**config.mk**
```make
export PLATFORM = sky130hd
export DESIGN_NAME = rced_et_ctrl
export DESIGN_NICKNAME = d
export VERILOG_FILES = /design/src/rtl/rced_et_ctrl.sv
export SDC_FILE = /design/constraint.sdc
export NUM_CORES = 1
export LEC_CHECK = 0
export CAP_MARGIN = 30
export CORE_MARGIN = 10
export CORE_UTILIZATION = 30
export DETAILED_ROUTE_END_ITERATION = 10
export SYNTH_ARGS = -nofsm -noshare
export SYNTH_HDL_FRONTEND = slang
export SYNTH_SLANG_ARGS = --single-unit
```
**constraint.sdc**
```tcl
create_clock -name clk -period 6.1 [get_ports clk]
set_clock_uncertainty 0.1 [all_clocks]
set_input_delay 1.22 -clock clk [delete_from_list [all_inputs] [get_ports clk]]
set_output_delay 1.22 -clock clk [all_outputs]
set_load 0.02 [all_outputs]
```
**src/rtl/rced_et_ctrl.sv**
```systemverilog
// Early-termination sequencer for the stochastic Roberts-cross edge detector.
// Loads the SNGs, runs up to 2^WIDTH cycles and stops once the edge decision is settled.
module rced_et_ctrl #(
    parameter int unsigned WIDTH = 8
) (
    input  logic             clk,
    input  logic             rst,
    input  logic             start,
    input  logic             abort,
    input  logic             et_en,
    input  logic [WIDTH:0]   thresh,
    input  logic             z,
    output logic             sng_load,
    output logic             sng_en,
    output logic             c_sel,
    output logic             busy,
    output logic             done,
    output logic             edge_o,
    output logic [WIDTH:0]   ones,
    output logic [WIDTH:0]   cycles_used
);

    localparam logic [WIDTH+1:0] NMAX = {2'b01, {WIDTH{1'b0}}};
    localparam logic [WIDTH+1:0] ONE  = {{(WIDTH+1){1'b0}}, 1'b1};

    typedef enum logic [1:0] {
        StIdle,
        StLoad,
        StRun,
        StDone
    } state_e;

    state_e         state_q, state_d;

    logic [WIDTH:0] cnt_ones_q, cnt_ones_d;
    logic [WIDTH:0] cyc_q, cyc_d;
    logic [WIDTH:0] thresh_q, thresh_d;
    logic           et_en_q, et_en_d;
    logic           edge_q, edge_d;
    logic [WIDTH:0] ones_q, ones_d;
    logic [WIDTH:0] cycles_q, cycles_d;

    logic [WIDTH+1:0] ones_n;
    logic [WIDTH+1:0] cyc_n;
    logic [WIDTH+1:0] remain;
    logic [WIDTH+1:0] ones_reach;
    logic [WIDTH+1:0] thr_ext;
    logic             edge_certain;
    logic             edge_imposs;
    logic             term;

    // Decision arithmetic is one bit wider than the counters so N+1 thresholds never wrap.
    always_comb begin
        ones_n       = {1'b0, cnt_ones_q} + {{(WIDTH+1){1'b0}}, z};
        cyc_n        = {1'b0, cyc_q} + ONE;
        remain       = NMAX - cyc_n;
        ones_reach   = ones_n + remain;
        thr_ext      = {1'b0, thresh_q};
        edge_certain = (ones_n >= thr_ext);
        edge_imposs  = (ones_reach < thr_ext);
        term         = (cyc_n == NMAX) || (et_en_q && (edge_certain || edge_imposs));
    end

    always_comb begin
        state_d    = state_q;
        cnt_ones_d = cnt_ones_q;
        cyc_d      = cyc_q;
        thresh_d   = thresh_q;
        et_en_d    = et_en_q;
        edge_d     = edge_q;
        ones_d     = ones_q;
        cycles_d   = cycles_q;

        unique case (state_q)
            StIdle: begin
                if (start) begin
                    state_d    = StLoad;
                    thresh_d   = thresh;
                    et_en_d    = et_en;
                    cnt_ones_d = '0;
                    cyc_d      = '0;
                end
            end
            StLoad: begin
                state_d = StRun;
            end
            StRun: begin
                cnt_ones_d = ones_n[WIDTH:0];
                cyc_d      = cyc_n[WIDTH:0];
                // Abort outranks a same-cycle termination and leaves the results alone.
                if (abort) begin
                    state_d = StIdle;
                end else if (term) begin
                    state_d  = StDone;
                    edge_d   = edge_certain;
                    ones_d   = ones_n[WIDTH:0];
                    cycles_d = cyc_n[WIDTH:0];
                end
            end
            StDone: begin
                state_d = StIdle;
            end
            default: begin
                state_d = StIdle;
            end
        endcase
    end

    always_ff @(posedge clk or posedge rst) begin
        if (rst) begin
            state_q <= StIdle;
        end else begin
            state_q <= state_d;
        end
    end

    always_ff @(posedge clk or posedge rst) begin
        if (rst) begin
            cnt_ones_q <= '0;
            cyc_q      <= '0;
            thresh_q   <= '0;
            et_en_q    <= 1'b0;
            edge_q     <= 1'b0;
            ones_q     <= '0;
            cycles_q   <= '0;
        end else begin
            cnt_ones_q <= cnt_ones_d;
            cyc_q      <= cyc_d;
            thresh_q   <= thresh_d;
            et_en_q    <= et_en_d;
            edge_q     <= edge_d;
            ones_q     <= ones_d;
            cycles_q   <= cycles_d;
        end
    end

    // Outputs depend on registered state only; z never reaches an output combinationally.
    always_comb begin
        sng_load    = (state_q == StLoad);
        sng_en      = (state_q == StRun);
        c_sel       = (state_q == StRun) && cyc_q[0];
        busy        = (state_q == StLoad) || (state_q == StRun);
        done        = (state_q == StDone);
        edge_o      = edge_q;
        ones        = ones_q;
        cycles_used = cycles_q;
    end

endmodule

```
==> impl_metrics.ini, run 1 <==
[floorplanning]
io_pins = 39
row_count = 38
die_x_um = 126
start_util_pct = 30.7
core_area_um2 = 10900
dieArea_um2 = 15800
die_y_um = 126

[timing]
final-setup-viol-count = 0
fmaxAchievable_mhz = 177
tightest_slew_ns = 0.528
setup_tns_ns = 0
drv_slew = 0
final_hold_viol_count = 0
fin_crit_sh_pct = 92.6
rsz0062_at_grt = no
slew_headroom_pct = 64.7
period_minus_slack_ns = 5.65

[place]
hpwlAfterDp_um = 6050
dpl.cell_count = 505
io_buffers = 38
place.gp.congestion = 0.840

[worst_hold_path]
min_path_cells = 1
min_from = thresh_q[2]$_DFFE_PP0P_
hold-path-endpoint = thresh_q[2]$_DFFE_PP0P_
hold_class = reg -> reg

[global_routing]
antenna_found_initial = 0
grt_use_total_pct = 9.55
first_global_vias = 2568
grt_pass1_wl_um = 12700
grt_max_degree = 31
grt.overflow.total = 0

[clock_network]
insertion_delay_ns = 0.31
cts_buffer_depth = 2
cts_max_level = 2
cts_setup_buffers = 0
cts_tree = built
cts_hold_buf = 0
clock-sinks = 49
cts_resized = 0
clock-root-buffer = clkbuf_8
cts.reportedPaths.clkPinSlew_ns = 0.10
cts_buffers = 5

[critical_path]
path_cells = clkdlybuf4s50_1 -> ha_1 -> ha_1 -> xor2_1 -> ha_1 -> ha_1 -> a21o_1 -> a21oi_1 -> o21bai_1 -> a21oi_1 -> o21ai_0 -> xor2_1 -> ha_1 -> or3_1 -> a221oi_1 -> a2bb2o_4 -> o21ai_4 -> buf_4 -> mux2_4
crit_buf_inv = 2
start_kind = input pin
crit_top_cell = ha_1
reg2reg_to = cycles_used[5]$_DFFE_PP0P_
cp.required_ns = 6.20
criticalPathCategory = in -> reg
slowest_delay_ns = 0.44
rrSetupSlack_ns = 1.27
critPathMaxFanout = 9
crit_family = compound AO/OA/AOI/OAI gates
reg2reg_depth = 17
slowest_stage = clkdlybuf4s50_1
critPathArrivalTime_ns = 5.74
rr_startpoint = cyc_q[0]$_DFFE_PP0P_
worst_setup_path_end_kind = flop

[yosys]
ys_warn_count = 0
synth.net_count = 385
synth_cell_type_count = 52
yosysSeqAreaShare_pct = 36.7
ys.flop_type = dfrtp_1
syn-cell-area_um2 = 3340
synth_seq_cells = 49
synth-edff-count = 0
syn_area_per_cell_um2 = 10.2
syn_inst = 328
async_flop_share_pct = 100

[drt]
drt-vias-per-instance = 4.77
wl_um = 7660
routedWlPerCell_um = 14.9
vias = 2449
ant_nets = 0
dr.pass1.iters = 4
drc_errors = 0
drtIter0Drc = 79

[pwr]
swShare_pct = 43.4
p_seq_share_pct = 25.1
ir_drop_mv = 0.200
p_int_mw = 1.11
combinationalPowerShare_pct = 64.5
leakagePower_nw = 1.87
p_sw_uw = 855
clock_power_share_pct = 10.4
powerDensity_nw_per_um2 = 491

[layout]
nFillCells = 1061
antennaDiodeCount = 0
layout_commonest_cell = dfrtp_1
layout.nets = 429
drive_above_1_share_pct = 13.1
fin_cells = 513
area_growth_pct = 20.0
layout_common_cells = 49 x dfrtp_1, 41 x ha_1, 38 x clkdlybuf4s50_1, 28 x inv_1, 27 x nand2_1

[run]
maxCapViolCount = 0

[status]
status = completed
-- routing by layer --
layer / wire length (um) / vias up / GRT usage, %
met5: 0 / - / 0
li1: - / 1236 / -
met3: 291 / 2 / 2.11
met4: 30 / 0 / 1.42
met2: 3630 / 40 / 16.1
met1: 3710 / 1171 / 12.4
-- registers in the layout, summed over array words and instances (netlist names) --
| signal | count |
|---|---|
| cnt_ones_q | 9 |
| cyc_q | 9 |
| cycles_used | 9 |
| ones | 9 |
| thresh_q | 9 |
| state_q | 2 |
| edge_o | 1 |
| et_en_q | 1 |
-- final cells by class --
type / instances / area [um^2] / share of cell area, %
Multi-Input combinational cell: 241 / 1960 / 48.7
Sequential cell: 49 / 1230 / 30.6
Timing Repair Buffer: 46 / 453 / 11.3
Tap cell: 140 / 175 / 4.37
Inverter: 29 / 109 / 2.71
Clock buffer: 5 / 68.8 / 1.71
Clock inverter: 3 / 25.0 / 0.624
-- power groups by stage --
stage | Sequential (mW) | Clock [mW] | Combinational (mW)
2_1_floorplan | 0.516 | 0 | 0.926
3_3_place_gp | 0.497 | 0 | 1.25
3_5_place_dp | 0.501 | 0 | 1.28
4_1_cts | 0.495 | 0.214 | 1.29
5_1_grt | 0.512 | 0.228 | 1.42
6_report | 0.493 | 0.205 | 1.27
-- Yosys cell counts (all sizes together) (4+ instances only) --
library cell	number	area (um^2)
nand4	5	31.3
nand3	10	67.6
nand2	27	101
xor2	11	96.3
o21ai	25	140
and2	4	26.3
ha	41	513
nor3	4	31.3
a21o	6	45.0
mux2i	5	50.1
mux2	23	285
nand2b	5	31.3
dfrtp	49	1230
xnor2	11	96.3
a22o	4	36.3
clkbuf	6	22.5
nor2	18	67.6
inv	29	109
a21oi	12	60.1
-- worst max path at each step --
stage,slack [ns],from,endpoint,depth (start not counted)
3_3_place_gp,0.21,z,ones[1]$_DFFE_PP0P_,19
2_1_floorplan,0.84,z,cycles_used[0]$_DFFE_PP0P_,18
6_report,0.45,z,cycles_used[5]$_DFFE_PP0P_,19
5_1_grt,0.07,z,cycles_used[7]$_DFFE_PP0P_,20
4_1_cts,0.44,z,cycles_used[5]$_DFFE_PP0P_,19
3_5_place_dp,0.11,z,ones[2]$_DFFE_PP0P_,19
-- cell families (layout without fill, tap and decap cells) --
family	count (synthesis)	count (layout)	share of synthesized area (%)
simple gates	81	81	12.3
compound gates	67	67	13.8
flops	49	49	36.7
fa+ha+maj	42	42	15.9
buf+inv	38	83	4.83
mux	28	28	10.0
xor+xnor	23	23	6.44
-- worst reg2reg max path, delay by kind of cell (launching register included) --
kind	cells	cell delay, ns
and+or+nand+nor	1	0.31
AOI/OAI and AO/OA	8	1.55
adders and majority gates	4	1.19
muxes	1	0.32
DFF	1	0.52
buffers and inverters	1	0.24
xor gates and xnor gates	2	0.50
-- metrics by stage --
step           area (um^2)  setup slack (ns)  util (%)  power [mW]  hold slack [ns]
2_1_floorplan         3340             0.844         -        1.44            0.379
3_3_place_gp          3900             0.213      35.8        1.75            0.390
3_5_place_dp          3920             0.109      36.0        1.78            0.394
4_1_cts               4010             0.435      36.9        2.00            0.418
5_1_grt               4010            0.0744      36.9        2.16            0.432
6_report              4010             0.453      36.9        1.97            0.412
(Power assumes the default switching activity.)
==> inputs of run 2 (changes only) <==
--- a/config.mk
+++ b/config.mk
@@ -9,6 +9,8 @@
 export CORE_MARGIN = 10
 export CORE_UTILIZATION = 30
 export DETAILED_ROUTE_END_ITERATION = 10
+export GPL_TIMING_DRIVEN = 0
+export MAX_ROUTING_LAYER = met4
 export SYNTH_ARGS = -nofsm -noshare
 export SYNTH_HDL_FRONTEND = slang
 export SYNTH_SLANG_ARGS = --single-unit
==> constraint.sdc (replaced) <==
create_clock -name clk -period 6.1 [get_ports clk]
set_clock_uncertainty 0.1 [all_clocks]
set_input_delay 1.22 -clock clk [delete_from_list [all_inputs] [get_ports clk]]
set_output_delay 1.22 -clock clk [all_outputs]
set_load 0.05 [all_outputs]
==> run 2 against run 1 <==
Net effect: clock-buffer cell count stayed put; critical endpoint unchanged; power is 6.8% higher; core utilization is 0.10 points higher; first-iteration DRC count increased by 44%; via count up 0.65%; critical path depth is the same; hold slack worse by 0.00051 ns.
==> impl_metrics.ini, run 2 (synthesized netlist as in run 1, its figures left out) <==
[critical_path]
rr_startpoint = cyc_q[0]$_DFFE_PP0P_
critPathMaxFanout = 10
critPathArrivalTime_ns = 5.95
worst_setup_path_end_kind = flop
criticalPathCategory = in -> reg
cp.required_ns = 6.22
startpoint = z
start_kind = input pin

[clock_network]
clock-sinks = 49
insertion_delay_ns = 0.32
cts_buffer_depth = 2
cts_max_level = 2
cts_tree = built
cts_buffers = 5
cts.reportedPaths.clkPinSlew_ns = 0.11
clock-root-buffer = clkbuf_8
cts_hold_buf = 0

[drt]
drtIter0Drc = 114
drt-vias-per-instance = 4.79
ant_nets = 0
drc_errors = 0
dr.pass1.iters = 6
routedWlPerCell_um = 14.5
wl_um = 7480
vias = 2465

[layout]
layout.nets = 431
area_growth_pct = 20.4
final_area_um2 = 4020
antennaDiodeCount = 0
layout_commonest_cell = dfrtp_1
drive_above_1_share_pct = 12.3
layout_common_cells = 49 x dfrtp_1, 41 x ha_1, 38 x clkdlybuf4s50_1, 28 x inv_1, 27 x nand2_1
final_util_pct = 37.0

[worst_hold_path]
hold_class = reg -> reg
min_from = thresh_q[7]$_DFFE_PP0P_

[place]
placed_area_um2 = 3920
io_buffers = 38
hpwlAfterDp_um = 6000
place.gp.congestion = 0.801

[timing]
rsz0062_at_grt = no
fin_crit_sh_pct = 95.7
slew_headroom_pct = 33.8
period_minus_slack_ns = 5.84
fmaxAchievable_mhz = 171
drv_slew = 0
tightest_slew_ns = 0.991
final_hold_viol_count = 0
final-setup-viol-count = 0
setup_tns_ns = 0

[floorplanning]
die_y_um = 126
start_util_pct = 30.7
die_x_um = 126
core_area_um2 = 10900
io_pins = 39
row_count = 38
dieArea_um2 = 15800

[global_routing]
grt_max_degree = 33
grt.overflow.total = 0
first_global_vias = 2549
grt_pass1_wl_um = 12600
antenna_found_initial = 0
grt_use_total_pct = 9.77

[pwr]
swShare_pct = 46.8
p_int_mw = 1.12
leakagePower_nw = 1.87
p_seq_share_pct = 23.0
p_sw_uw = 984
powerDensity_nw_per_um2 = 522
power_mw = 2.10
combinationalPowerShare_pct = 66.5
ir_drop_mv = 0.207
clock_power_share_pct = 10.5

[run]
maxCapViolCount = 0

[status]
status = completed
run 2: stage by stage:
step           hold WS [ns]  std cells  setup WS [ns]
4_1_cts               0.419        515          0.109
5_1_grt               0.430        515        0.00611
3_5_place_dp          0.395        507         -0.235
3_3_place_gp          0.391        506         -0.230
6_report              0.411        515          0.265
2_1_floorplan         0.379        328          0.844
run 2: worst paths after layout:
kind | endpoint | slack [ns] | cells past startpoint
max | cycles_used[5]$_DFFE_PP0P_ | 0.26 | 19
min | thresh_q[7]$_DFFE_PP0P_ | 0.41 | 1
max reg2reg | cycles_used[5]$_DFFE_PP0P_ | 0.97 | 18
min reg2reg | thresh_q[7]$_DFFE_PP0P_ | 0.41 | 1
max in group asynchronous | cnt_ones_q[7]$_DFFE_PP0P_ | 4.29 | 3
min in group asynchronous | thresh_q[2]$_DFFE_PP0P_ | 1.10 | 2
run 2: cell type report:
type / instances / area (um^2)
buffer: 9 / 52.6
clock buffer: 5 / 68.8
clock inverter: 3 / 28.8
fill: 1075 / 6860
inverter: 29 / 109
multi-input combinational: 241 / 1960
sequential: 49 / 1230
tap: 140 / 175
timing repair buffer: 39 / 400
run 2: what timing repair did:
| action | CTS | global route |
|---|---|---|
| gates resized for setup | 0 | 1 |
| setup buffers | 0 | 0 |
| endpoints found under the setup margin | 0 | 8 |
run 2: power by group through the flow:
stage / clock (mW) / combinational, mW / sequential [mW]
2_1_floorplan: 0 / 0.968 / 0.590
3_3_place_gp: 0 / 1.38 / 0.489
3_5_place_dp: 0 / 1.41 / 0.492
4_1_cts: 0.229 / 1.42 / 0.485
5_1_grt: 0.240 / 1.57 / 0.499
6_report: 0.220 / 1.40 / 0.484
run 2: worst max-delay path, stage by stage:
cell             delay [ns]
clkdlybuf4s50_1        0.50
ha_1                   0.16
ha_1                   0.23
xor2_2                 0.27
ha_1                   0.30
ha_1                   0.29
a21o_1                 0.18
a21oi_1                0.23
o21bai_1               0.09
a21oi_1                0.22
o21ai_0                0.14
xor2_1                 0.16
ha_1                   0.20
or3_1                  0.31
a221oi_1               0.34
a2bb2o_4               0.28
o21ai_4                0.34
buf_12                 0.20
mux2_4                 0.30
run 2: routing by layer:
layer / track usage (%) / up-vias / part of all wire, %
met5: - / - / 0
met4: 1.83 / 0 / 0.60
met3: 1.69 / 5 / 3.0
met2: 16.5 / 37 / 48
met1: 12.0 / 1179 / 48
li1: - / 1244 / -
